**src/rtl/cpu_memory.sv**
```systemverilog
// cpu_memory: memory stage of the CPU pipeline.
// Passes non-memory entries straight to write-back one cycle after capture.
// Turns load/store entries into a single data-memory request, stalls upstream
// until the request is acknowledged, then emits the write-back entry.
// A load flagged as a return redirects fetch via a one-cycle branch pulse.
//
// Ports:
//   clk_i, rst_i (async, active-low)
//   pipeline_control_bits_i, register_write_index_i, reg_result_i,
//   memory_address_i, mem_result_i          : entry from execute
//   dmem_adr_o, dmem_dat_o, dmem_we_o, dmem_stb_o, dmem_dat_i, dmem_ack_i
//                                           : data memory handshake
//   pipeline_control_bits_o, register_write_index_o, reg_result_o
//                                           : entry to write-back
//   stall_o                                 : upstream hold (combinational)
//   branch_flag_o, branch_target_o          : return redirect
module cpu_memory (
    input  logic        clk_i,
    input  logic        rst_i,
    input  logic [4:0]  pipeline_control_bits_i,
    input  logic [3:0]  register_write_index_i,
    input  logic [31:0] reg_result_i,
    input  logic [31:0] memory_address_i,
    input  logic [31:0] mem_result_i,
    output logic [31:0] dmem_adr_o,
    output logic [31:0] dmem_dat_o,
    input  logic [31:0] dmem_dat_i,
    output logic        dmem_we_o,
    output logic        dmem_stb_o,
    input  logic        dmem_ack_i,
    output logic [4:0]  pipeline_control_bits_o,
    output logic [3:0]  register_write_index_o,
    output logic [31:0] reg_result_o,
    output logic        stall_o,
    output logic        branch_flag_o,
    output logic [31:0] branch_target_o
);

    localparam int unsigned PCB_W = 5;
    localparam int unsigned IDX_W = 4;
    localparam int unsigned DAT_W = 32;

    typedef enum logic {
        IDLE = 1'b0,
        WAIT = 1'b1
    } state_e;

    state_e             state_q, state_d;
    logic [PCB_W-1:0]   pcb_q, pcb_d;
    logic [IDX_W-1:0]   idx_q, idx_d;
    logic [DAT_W-1:0]   res_q, res_d;
    logic               stb_q, stb_d;
    logic               we_q, we_d;
    logic [DAT_W-1:0]   adr_q, adr_d;
    logic [DAT_W-1:0]   dat_q, dat_d;
    logic [PCB_W-1:0]   pcb_o_q, pcb_o_d;
    logic [IDX_W-1:0]   idx_o_q, idx_o_d;
    logic [DAT_W-1:0]   res_o_q, res_o_d;
    logic               bf_q, bf_d;
    logic [DAT_W-1:0]   bt_q, bt_d;

    // Next-state and registered-output logic.
    always_comb begin
        state_d = state_q;
        pcb_d   = pcb_q;
        idx_d   = idx_q;
        res_d   = res_q;
        stb_d   = stb_q;
        we_d    = we_q;
        adr_d   = adr_q;
        dat_d   = dat_q;
        pcb_o_d = pcb_o_q;
        idx_o_d = idx_o_q;
        res_o_d = res_o_q;
        bf_d    = 1'b0;
        bt_d    = bt_q;

        case (state_q)
            IDLE: begin
                pcb_d = pipeline_control_bits_i;
                idx_d = register_write_index_i;
                res_d = reg_result_i;
                if (pipeline_control_bits_i[1] || pipeline_control_bits_i[2]) begin
                    // Write wins when both write and read are flagged.
                    state_d = WAIT;
                    stb_d   = 1'b1;
                    we_d    = pipeline_control_bits_i[1];
                    adr_d   = memory_address_i;
                    dat_d   = mem_result_i;
                    pcb_o_d = '0;
                end else begin
                    pcb_o_d = pipeline_control_bits_i;
                    idx_o_d = register_write_index_i;
                    res_o_d = reg_result_i;
                end
            end
            WAIT: begin
                pcb_o_d = '0;
                if (dmem_ack_i) begin
                    // Ack edge retires the entry; nothing new is captured here.
                    state_d = IDLE;
                    stb_d   = 1'b0;
                    pcb_o_d = pcb_q;
                    idx_o_d = idx_q;
                    res_o_d = res_q;
                    if (pcb_q[2] && !pcb_q[1]) begin
                        if (pcb_q[4]) begin
                            // Return: loaded word is the target, result keeps stack pointer.
                            bf_d = 1'b1;
                            bt_d = dmem_dat_i;
                        end else begin
                            res_o_d = dmem_dat_i;
                        end
                    end
                end
            end
            default: state_d = IDLE;
        endcase
    end

    // State register; reset abandons any outstanding request.
    always_ff @(posedge clk_i or negedge rst_i) begin
        if (!rst_i) begin
            state_q <= IDLE;
            pcb_q   <= '0;
            idx_q   <= '0;
            res_q   <= '0;
            stb_q   <= 1'b0;
            we_q    <= 1'b0;
            adr_q   <= '0;
            dat_q   <= '0;
            pcb_o_q <= '0;
            idx_o_q <= '0;
            res_o_q <= '0;
            bf_q    <= 1'b0;
            bt_q    <= '0;
        end else begin
            state_q <= state_d;
            pcb_q   <= pcb_d;
            idx_q   <= idx_d;
            res_q   <= res_d;
            stb_q   <= stb_d;
            we_q    <= we_d;
            adr_q   <= adr_d;
            dat_q   <= dat_d;
            pcb_o_q <= pcb_o_d;
            idx_o_q <= idx_o_d;
            res_o_q <= res_o_d;
            bf_q    <= bf_d;
            bt_q    <= bt_d;
        end
    end

    assign stall_o                 = (state_q == WAIT);
    assign dmem_stb_o              = stb_q;
    assign dmem_we_o               = we_q;
    assign dmem_adr_o              = adr_q;
    assign dmem_dat_o              = dat_q;
    assign pipeline_control_bits_o = pcb_o_q;
    assign register_write_index_o  = idx_o_q;
    assign reg_result_o            = res_o_q;
    assign branch_flag_o           = bf_q;
    assign branch_target_o         = bt_q;

endmodule

```
**config.mk**
```make
export PLATFORM = sky130hd
export DESIGN_NAME = cpu_memory
export DESIGN_NICKNAME = d
export VERILOG_FILES = /design/src/rtl/cpu_memory.sv
export SDC_FILE = /design/constraint.sdc
export NUM_CORES = 1
export LEC_CHECK = 0
export BUFFER_PORTS_ARGS = -buffer_cell sky130_fd_sc_hd__buf_4
export CORE_UTILIZATION = 40
export CTS_BUF_LIST = sky130_fd_sc_hd__clkbuf_16
export DETAILED_ROUTE_END_ITERATION = 12
export PLACE_DENSITY = 0.67
export SETUP_SLACK_MARGIN = 0.02
export SLEW_MARGIN = 10
export SYNTH_ARGS = -nofsm -noshare
export SYNTH_HDL_FRONTEND = slang
export SYNTH_SLANG_ARGS = --single-unit
```
**constraint.sdc**
```tcl
create_clock -name clk_i -period 1.7 [get_ports clk_i]
set_input_delay 0.34 -clock clk_i [delete_from_list [all_inputs] [get_ports clk_i]]
set_output_delay 0.34 -clock clk_i [all_outputs]
set_load 0.02 [all_outputs]
```
==> flow_summary.yaml, run 1 <==
timing:
  skew_ps: 7.510
  hold_ws_ps: 140.7
  slew_violations: 0
  setup_tns_ps: 0
  fin_ws_ps: 100.5
  timing.final.setup_violations: 0
  slew_headroom_pct: 71.79
  timing.fmax_mhz: 625.2
  rsz0062_at_grt: "false"
  worst_pin_slew_ps: 423.1
  period_share_pct: 94.09
  min_period_ps: 1600
  finalHoldViolCount: 0
placement:
  place.gp.congestion: 0.7881
  hpwl_mm: 13.67
  portBuffers: 280
  post-place-ws_ps: 28.84
  dp_cells: 1039
drt:
  antenna_left: 0
  drt_iter0_drc: 123
  postRouteWirelength_mm: 18.87
  vias: 5417
  highest_layer: "met4"
  via_per_inst: 5.048
  wl_met2_mm: 9.378
  routed-wl-met3_mm: 1.663
  drcViolationCount: 0
  met1Wirelength_mm: 7.562
  dr.pass1.iters: 4
  wl_per_cell_um: 17.59
clock_tree:
  clock-sinks: 182
  cts-root-buf: "clkbuf_16"
  clkLatencyLatePin_ps: 420
  cts_tree: "built"
  clk_path_buf_depth: 2
  cts.clk_slew.worst_paths_ps: 70
  htreeDepth: 4
  cts_buffers: 17
critical_path:
  cp_slowest_cell: "dfrtp_2"
  critical_path.cell_chain: "nand3_1, nor3b_4, buf_12, mux2_2"
  timing.rr.end: "branch_target_o[9]"
  slowest_delay_ps: 440
  required_ps: 2010
  r2r_cells: 4
  critPathKind: "flop to flop"
  critPathMaxFanout: 20
  worstPathArrival_ps: 1910
  end_kind: "flop"
  start_kind: "flop"
  regToRegSetupSlack_ps: 100
  worstReg2RegStart: "stall_o"
cells_and_area:
  area_growth_pct: 41.46
  layout.nets: 971
  drive_gt1_share_pct: 52.49
  diodes: 0
  final_cells: 1073
grt:
  grt_pass1_vias: 5478
  grt_pass1_wl_mm: 28.35
  grt_max_degree: 66
  antenna_found_initial: 0
  grt_overflow: 0
  grt_use_total_pct: 19.81
synthesis:
  avgSynthCellArea_sq_um: 13.41
  synth_edf_count: 0
  synthArstFlopShare_pct: 100.0
  post-synth-top-count-cell: "dfrtp_1"
  synth.top_cells.by_count: "dfrtp_1 (182), mux2_2 (103), nand2_1 (74)"
  synth_area_leaders: "dfrtp_1 (62%), mux2_2 (16%), mux2i_1 (4.4%)"
  yosysWarnings: 0
  yosys.area.top_type_share_pct: 62.07
  syn-instance-count: 547
  syn_area_sq_mm: 0.007337
  ys.flop_type: "dfrtp_1"
  synth_top_area_cell: "dfrtp_1"
  synth-seq-area-share_pct: 62.07
  syn_nets: 687
  synth.distinct_cells: 23
  ys_seq_elements: 182
floorplan:
  rows: 49
  start_util_pct: 40.84
  dieHeight_um: 137.4
  core_area_sq_mm: 0.01796
  ioPinCount: 281
  die_x_um: 137.4
  dieArea_sq_mm: 0.01889
status:
  outcome: "complete, no violations"
worst_hold_path:
  hold_start: "reg_result_i[16]"
  worstHoldPathType: "input pin to flop"
  hold-path-cell-count: 3
  holdPathEnd: "res_q[16]"
pwr:
  p_per_area_mw_per_mm2: 1447
  ir_worst_vdd_mv: 0.6987
  p_leak_nw: 5.184
flow_run:
  drv_cap: 0
[area by class of cell]
class | count | area [sq um]
inverter | 1 | 3.754
sequential | 182 | 4556
fill | 1516 | 7585
timing repair buffer | 303 | 2410
tap | 229 | 286.5
clock inverter | 15 | 128.9
multi-input combinational | 326 | 2569
clock buffer | 17 | 425.4
[critical path: cells and delay by family (launching register included)]
family / cells / cell delay, ps
mux: 1 / 350
buf+inv: 1 / 210
flops: 1 / 440
simple gates: 2 / 480
[metrics by stage]
stage / instance area (sq um) / utilization (%) / total power, W
after floorplan: 7337 / - / 0.008899
after global placement: 9803 / 54.57 / 0.01125
after detailed placement: 9803 / 54.57 / 0.01142
after CTS: 10370 / 57.71 / 0.01519
after global routing: 10380 / 57.78 / 0.01578
final: 10380 / 57.78 / 0.01502
[cells by family after synthesis]
group | after synthesis | synth area share (%)
compound gates | 36 | 4.127
buf+inv | 39 | 3.035
mux | 139 | 20.89
flops | 182 | 62.07
simple gates | 151 | 9.874
[registers in the layout (all words and copies together), names as in the netlist, 4 cells and up]
signal and cells:
reg_result_o 32, branch_target_o 32, dmem_adr_o 32, pcb_q 5, register_write_index_o 4, idx_q 4, dmem_dat_o 32, pipeline_control_bits_o 5
res_q 32
[placed cells by master (no fill, tap or decap)]
cell | netlist | final
a21boi_0 | 1 | 1
and2_4 | 1 | 1
and3_1 | 2 | 2
buf_12 | 0 | 10
buf_4 | 3 | 290
buf_6 | 7 | 2
bufinv_16 | 0 | 1
clkbuf_16 | 0 | 17
clkinv_1 | 0 | 1
clkinv_2 | 0 | 3
clkinv_4 | 0 | 4
clkinvlp_4 | 0 | 2
dfrtp_1 | 182 | 181
dfrtp_2 | 0 | 1
dlygate4sd3_1 | 0 | 1
inv_1 | 1 | 2
inv_6 | 0 | 3
mux2_1 | 2 | 2
mux2_2 | 103 | 103
mux2_4 | 2 | 2
mux2i_1 | 32 | 32
nand2_1 | 74 | 73
nand2_2 | 0 | 1
nand2b_1 | 34 | 34
nand3_1 | 35 | 35
nor2_1 | 1 | 1
nor3b_4 | 0 | 1
o21ai_0 | 3 | 3
o221ai_1 | 32 | 32
or2_2 | 1 | 1
or3_1 | 1 | 1
or3b_2 | 1 | 1
[worst max path at each step]
| stage | slack (ps) | endpoint | from |
|---|---|---|---|
| final | 100 | branch_target_o[9] | stall_o |
| after global routing | 20 | reg_result_o[5] | pcb_q[2] |
| after CTS | 50 | branch_target_o[21] | stall_o |
| after detailed placement | 30 | reg_result_o[7] | pipeline_control_bits_i[1] |
| after global placement | 80 | dmem_adr_o[22] | pipeline_control_bits_i[1] |
| after floorplan | 50 | branch_target_o[10] | stall_o |
[power by group]
part	switching (W)	internal [W]
registers	0.000656	0.00550
clock network	0.00170	0.00202
logic	0.00263	0.00251
[timing repair]
item,in CTS,in global routing
hold buffers,1,0
hold endpoints to repair,28,0
resized for setup,0,1
setup buffers,0,1
endpoints found under the setup margin,0,34
[per-layer routing]
layer,global-route usage (%),up-vias
li1,-,2491
met1,24.35,2673
met2,32.80,234
met3,6.512,19
met4,6.288,0
met5,0,-
(Power assumes the default switching activity.)
==> inputs of run 2 (changes only) <==
Settings changed: PLACE_DENSITY 0.67 to 0.7, TNS_END_PERCENT set to 1.
Clock period 1.7 ns to 1.38 ns, I/O delays scaled along.
==> run 2 against run 1 <==
Compared with the run above:
- the run now ends with negative setup slack left
- die area unchanged
- cell area increased by 4.1%
- combinational power grew 30%
- sequential cell count did not move
- highest routed layer unchanged
- critical path type is now flop to output pin
- register-to-register slack worse by 280 ps
- sequential power grew 23%
==> flow_summary.yaml, run 2 (synthesized netlist as in run 1, its figures left out) <==
status:
  outcome: "finished, violations left"
  violations: "negative setup slack"
floorplan:
  core_area_sq_mm: 0.01796
  start_util_pct: 40.84
  dieArea_sq_mm: 0.01889
  ioPinCount: 281
  die_x_um: 137.4
  dieHeight_um: 137.4
  rows: 49
timing:
  period_share_pct: 113.5
  min_period_ps: 1567
  finalHoldViolCount: 0
  slew_headroom_pct: 79.80
  timing.final.setup_violations: 133
  setup_tns_ps: -16730
  skew_ps: 8.130
  slew_violations: 0
  timing.fmax_mhz: 638.3
  fin_ws_ps: -186.7
  worst_pin_slew_ps: 303.0
  rsz0062_at_grt: "true"
cells_and_area:
  area_growth_pct: 47.31
  layout.nets: 992
  drive_gt1_share_pct: 54.34
  diodes: 0
  fillCellCount: 1423
  final_common_cell: "buf_4"
  final_cells: 1094
  multi_input_area_sq_mm: 0.002656
  ff_latch_area_sq_mm: 0.004556
  layout_common_cells: "buf_4 (295), dfrtp_1 (181), mux2_2 (92)"
critical_path:
  required_ps: 1100
  critical_path.cell_chain: "buf_12, buf_16, buf_8"
  worstPathArrival_ps: 1290
  end_kind: "output pin"
  timing.rr.end: "branch_target_o[17]"
  regToRegSetupSlack_ps: -180
  crit_path_end: "stall_o"
  critPathKind: "flop to output pin"
  critPathMaxFanout: 5
  worstReg2RegStart: "stall_o"
  crit_start: "stall_o"
  r2r_cells: 5
  start_kind: "flop"
  cp_slowest_cell: "dfrtp_2"
  slowest_delay_ps: 470
grt:
  grt_max_degree: 54
  grt_use_total_pct: 21.30
  grt_pass1_wl_mm: 30.37
  antenna_found_initial: 0
  grt_overflow: 0
  grt_pass1_vias: 5894
pwr:
  p_sw_share_pct: 33.03
  switchingPower_w: 0.006338
  p_comb_share_pct: 34.9
  ir_worst_vdd_mv: 1.003
  p_leak_nw: 5.397
  seq_power_share_pct: 39.6
  p_int_w: 0.01285
  p_per_area_mw_per_mm2: 1776
  clockPowerShare_pct: 25.5
clock_tree:
  clk_path_buf_depth: 2
  clkLatencyLatePin_ps: 430
  cts.clk_slew.worst_paths_ps: 70
  cts-root-buf: "clkbuf_16"
  clock-sinks: 182
  cts_buffers: 17
  cts_tree: "built"
  htreeDepth: 4
flow_run:
  drv_cap: 0
drt:
  drcViolationCount: 0
  vias: 5567
  dr.pass1.iters: 4
  via_per_inst: 5.089
  routed-wl-met3_mm: 1.557
  postRouteWirelength_mm: 20.63
  wl_per_cell_um: 18.86
  antenna_left: 0
  met1Wirelength_mm: 8.123
  drt_iter0_drc: 186
  highest_layer: "met4"
  wl_met2_mm: 10.58
placement:
  portBuffers: 280
  place.gp.congestion: 0.7714
  dp_cells: 1048
  hpwl_mm: 14.19
  post-place-ws_ps: -219.9
worst_hold_path:
  worstHoldPathType: "input pin to flop"
-- run 2: changes by cell type in the layout (fill, tap and decap cells not counted), moves of 5 or more --
cell	delta
buf_4	+5
mux2_4	+11
mux2_2	-11
buf_6	+7
buf_16	+5
-- run 2: worst min-delay path by stage --
| stage | slack [ps] | depth (start not counted) | from | end |
|---|---|---|---|---|
| global placement | 180 | 1 | rst_i | branch_target_o[19] |
| detailed placement | 190 | 1 | rst_i | branch_target_o[20] |
| floorplan | -20 | 0 | rst_i | branch_flag_o |
| finish | 70 | 3 | reg_result_i[12] | res_q[12] |
| global route | 70 | 2 | memory_address_i[23] | dmem_adr_o[23] |
| CTS | 50 | 3 | reg_result_i[12] | res_q[12] |
-- run 2: repair_timing --
item	in CTS	in global routing
hold endpoints to repair	25	0
gates cloned	4	2
pin swaps	3	2
hold buffers	1	0
buffers inserted	6	1
gates resized for setup	20	21
endpoints found under the setup margin	133	149
-- run 2: final cells by class --
| cell class | instances | area share, % |
|---|---|---|
| Clock inverter | 15 | 1.551 |
| Clock buffer | 17 | 3.936 |
| Multi-Input combinational cell | 327 | 24.58 |
| Sequential cell | 182 | 42.15 |
| Inverter | 1 | 0.03473 |
| Tap cell | 229 | 2.651 |
| Timing Repair Buffer | 323 | 25.10 |
-- run 2: power by group through the flow --
stage          clock, W  sequential (W)  combinational (W)
2_1_floorplan         0         0.00907            0.00190
3_3_place_gp          0         0.00759            0.00628
3_5_place_dp          0         0.00766            0.00644
4_1_cts         0.00502         0.00759            0.00663
5_1_grt         0.00522         0.00778            0.00713
6_report        0.00489         0.00760            0.00669
-- run 2: metrics by stage --
stage | util (%) | cell area [sq um] | power, W | hold WS, ps
after global routing | 60.17 | 10810 | 0.02012 | 68.10
after floorplan | - | 7345 | 0.01097 | -19.59
after detailed placement | 54.89 | 9861 | 0.01410 | 188.7
after CTS | 59.56 | 10700 | 0.01924 | 53.00
final | 60.17 | 10810 | 0.01919 | 74.62
after global placement | 54.89 | 9861 | 0.01387 | 184.4
-- run 2: critical path: cells and delay by family (launching register included) --
kind,cells,cell delay (ps)
flip-flops,1,470
buffers and inverters,3,400
-- run 2: routing by layer --
metal  global-route usage, %  up-vias
met5                       0        -
li1                        -     2536
met3                   5.850       22
met1                   24.69     2783
met2                   37.41      226
met4                   7.814        0
==> inputs of run 3 (changes only) <==
Settings changed: PLACE_DENSITY 0.7 to 0.67.
Clock period 1.38 ns to 1.5 ns, I/O delays scaled along.
==> run 3 against run 2 <==
Compared with the run above:
- the flow still finishes with violations (negative setup slack)
- routed wire length decreased by 4.6%
- via count decreased by 2.2%
- worst setup slack improved by 140 ps
- critical path depth increased by 2
- clock skew increased by 2.6 ps
- global-route usage decreased by 0.99 points
- first-iteration DRC count decreased by 8.1%
- sequential cell count unchanged
- critical path type is now flop to flop
- die area unchanged
==> flow_summary.yaml, run 3 (synthesized netlist as in run 1, its figures left out) <==
critical_path:
  worstPathArrival_ps: 1850
  slowest_delay_ps: 430
  critPathMaxFanout: 6
  end_kind: "flop"
  cp_slowest_cell: "dfrtp_1"
  required_ps: 1810
  start_kind: "flop"
  critical_path.cell_chain: "nand3_4, nor3b_4, buf_6, clkbuf_16, mux2_4"
  critPathKind: "flop to flop"
cells_and_area:
  area_growth_pct: 45.36
  layout.nets: 980
  diodes: 0
  layout_common_cells: "buf_4 (292), dfrtp_1 (181), nand2_1 (73)"
  final_common_cell: "buf_4"
  fin_area_sq_mm: 0.01067
  drive_gt1_share_pct: 53.40
drt:
  antenna_left: 0
  vias: 5446
  wl_per_cell_um: 18.21
  postRouteWirelength_mm: 19.68
  drt_iter0_drc: 171
  drcViolationCount: 0
  via_per_inst: 5.038
  dr.pass1.iters: 5
placement:
  post-place-ws_ps: -85.62
  hpwl_mm: 13.74
  placed_area_sq_mm: 0.009833
  place.gp.congestion: 0.7656
  portBuffers: 280
timing:
  finalHoldViolCount: 0
  hold_ws_ps: 100.7
  slew_violations: 0
  timing.final.setup_violations: 39
  rsz0062_at_grt: "true"
  setup_tns_ps: -843.4
  slew_headroom_pct: 71.75
  worst_pin_slew_ps: 423.7
  timing.fmax_mhz: 647.2
  skew_ps: 10.78
  min_period_ps: 1545
  period_share_pct: 103.0
  fin_ws_ps: -45.18
grt:
  grt_pass1_vias: 5633
  grt_max_degree: 66
  grt_pass1_wl_mm: 28.99
  grt_use_total_pct: 20.32
  grt_overflow: 0
  antenna_found_initial: 0
pwr:
  p_leak_nw: 5.353
  ir_worst_vdd_mv: 0.8828
  p_per_area_mw_per_mm2: 1639
floorplan:
  core_area_sq_mm: 0.01796
  dieHeight_um: 137.4
  ioPinCount: 281
  die_x_um: 137.4
  dieArea_sq_mm: 0.01889
  start_util_pct: 40.84
  rows: 49
clock_tree:
  cts_buffers: 17
  clock-sinks: 182
  cts.clk_slew.worst_paths_ps: 70
  cts-root-buf: "clkbuf_16"
  clkLatencyLatePin_ps: 420
  htreeDepth: 4
  clk_path_buf_depth: 2
  cts_tree: "built"
status:
  violations: "negative setup slack"
  outcome: "finished, violations left"
worst_hold_path:
  worstHoldPathType: "input pin to flop"
flow_run:
  drv_cap: 0
==> run 3: cell types whose count changed in the layout (fill, tap and decap cells not counted), sizes merged <==
cell	delta
clkinv	+3
inv	-3
clkinvlp	-1
clkbuf	-1
and2	-1
buf	-10
==> run 3: through the flow <==
stage | cells | util, % | power (W)
floorplan | 547 | - | 0.01009
global placement | 1043 | 54.74 | 0.01276
detailed placement | 1043 | 54.74 | 0.01296
CTS | 1078 | 58.45 | 0.01739
global route | 1081 | 59.37 | 0.01835
finish | 1081 | 59.37 | 0.01748
==> run 3: where the power goes <==
part / internal, W / leakage, nW / switching, W
registers: 0.00624 / 2.18 / 0.000770
logic: 0.00315 / 2.89 / 0.00305
clock network: 0.00243 / 0.283 / 0.00185
==> run 3: layout make-up <==
| cell class | instances | area [sq um] |
|---|---|---|
| flip-flops and latches | 182 | 4556 |
| clock inverters | 14 | 133.9 |
| inverters | 1 | 3.754 |
| clock buffers | 17 | 425.4 |
| multi-input cells | 326 | 2726 |
| repair buffers | 312 | 2534 |
| fillers | 1475 | 7298 |
| well taps | 229 | 286.5 |
==> run 3: worst paths after layout <==
path / start / endpoint / slack, ps / cells after the start
hold reg to reg: res_q[30] / res_q[30] / 480 / 2
max in group asynchronous: rst_i / dmem_dat_o[23] / 680 / 3
setup reg to reg: pcb_q[4] / branch_target_o[24] / -50 / 5
min in group asynchronous: rst_i / branch_target_o[18] / 270 / 2
setup / recovery: pcb_q[4] / branch_target_o[24] / -50 / 5
hold / removal: reg_result_i[25] / res_q[25] / 100 / 3
==> run 3: routing by layer <==
layer / wire (um) / GRT usage [%] / part of all wire (%) / up-vias
li1: - / - / - / 2505
met1: 7830 / 24.24 / 40 / 2696
met2: 10060 / 35.12 / 51 / 221
met3: 1479 / 5.298 / 7.5 / 24
met4: 313 / 7.387 / 1.6 / 0
met5: 0 / 0 / 0 / -
==> run 3: critical path, delay by kind of cell, from the launching register on <==
kind | cells | cell delay [ps]
buffers and inverters | 2 | 330
flip-flops | 1 | 430
multiplexers | 1 | 300
AND/OR/NAND/NOR | 2 | 380
==> run 3: repair_timing <==
| action | 4_1_cts | 5_1_grt |
|---|---|---|
| resized for setup | 12 | 35 |
| pin swaps | 2 | 8 |
| hold buffers | 1 | 0 |
| endpoints found under the setup margin | 65 | 94 |
| endpoints found under the hold margin | 62 | 0 |
| cloned | 1 | 1 |
| buffers inserted | 2 | 2 |
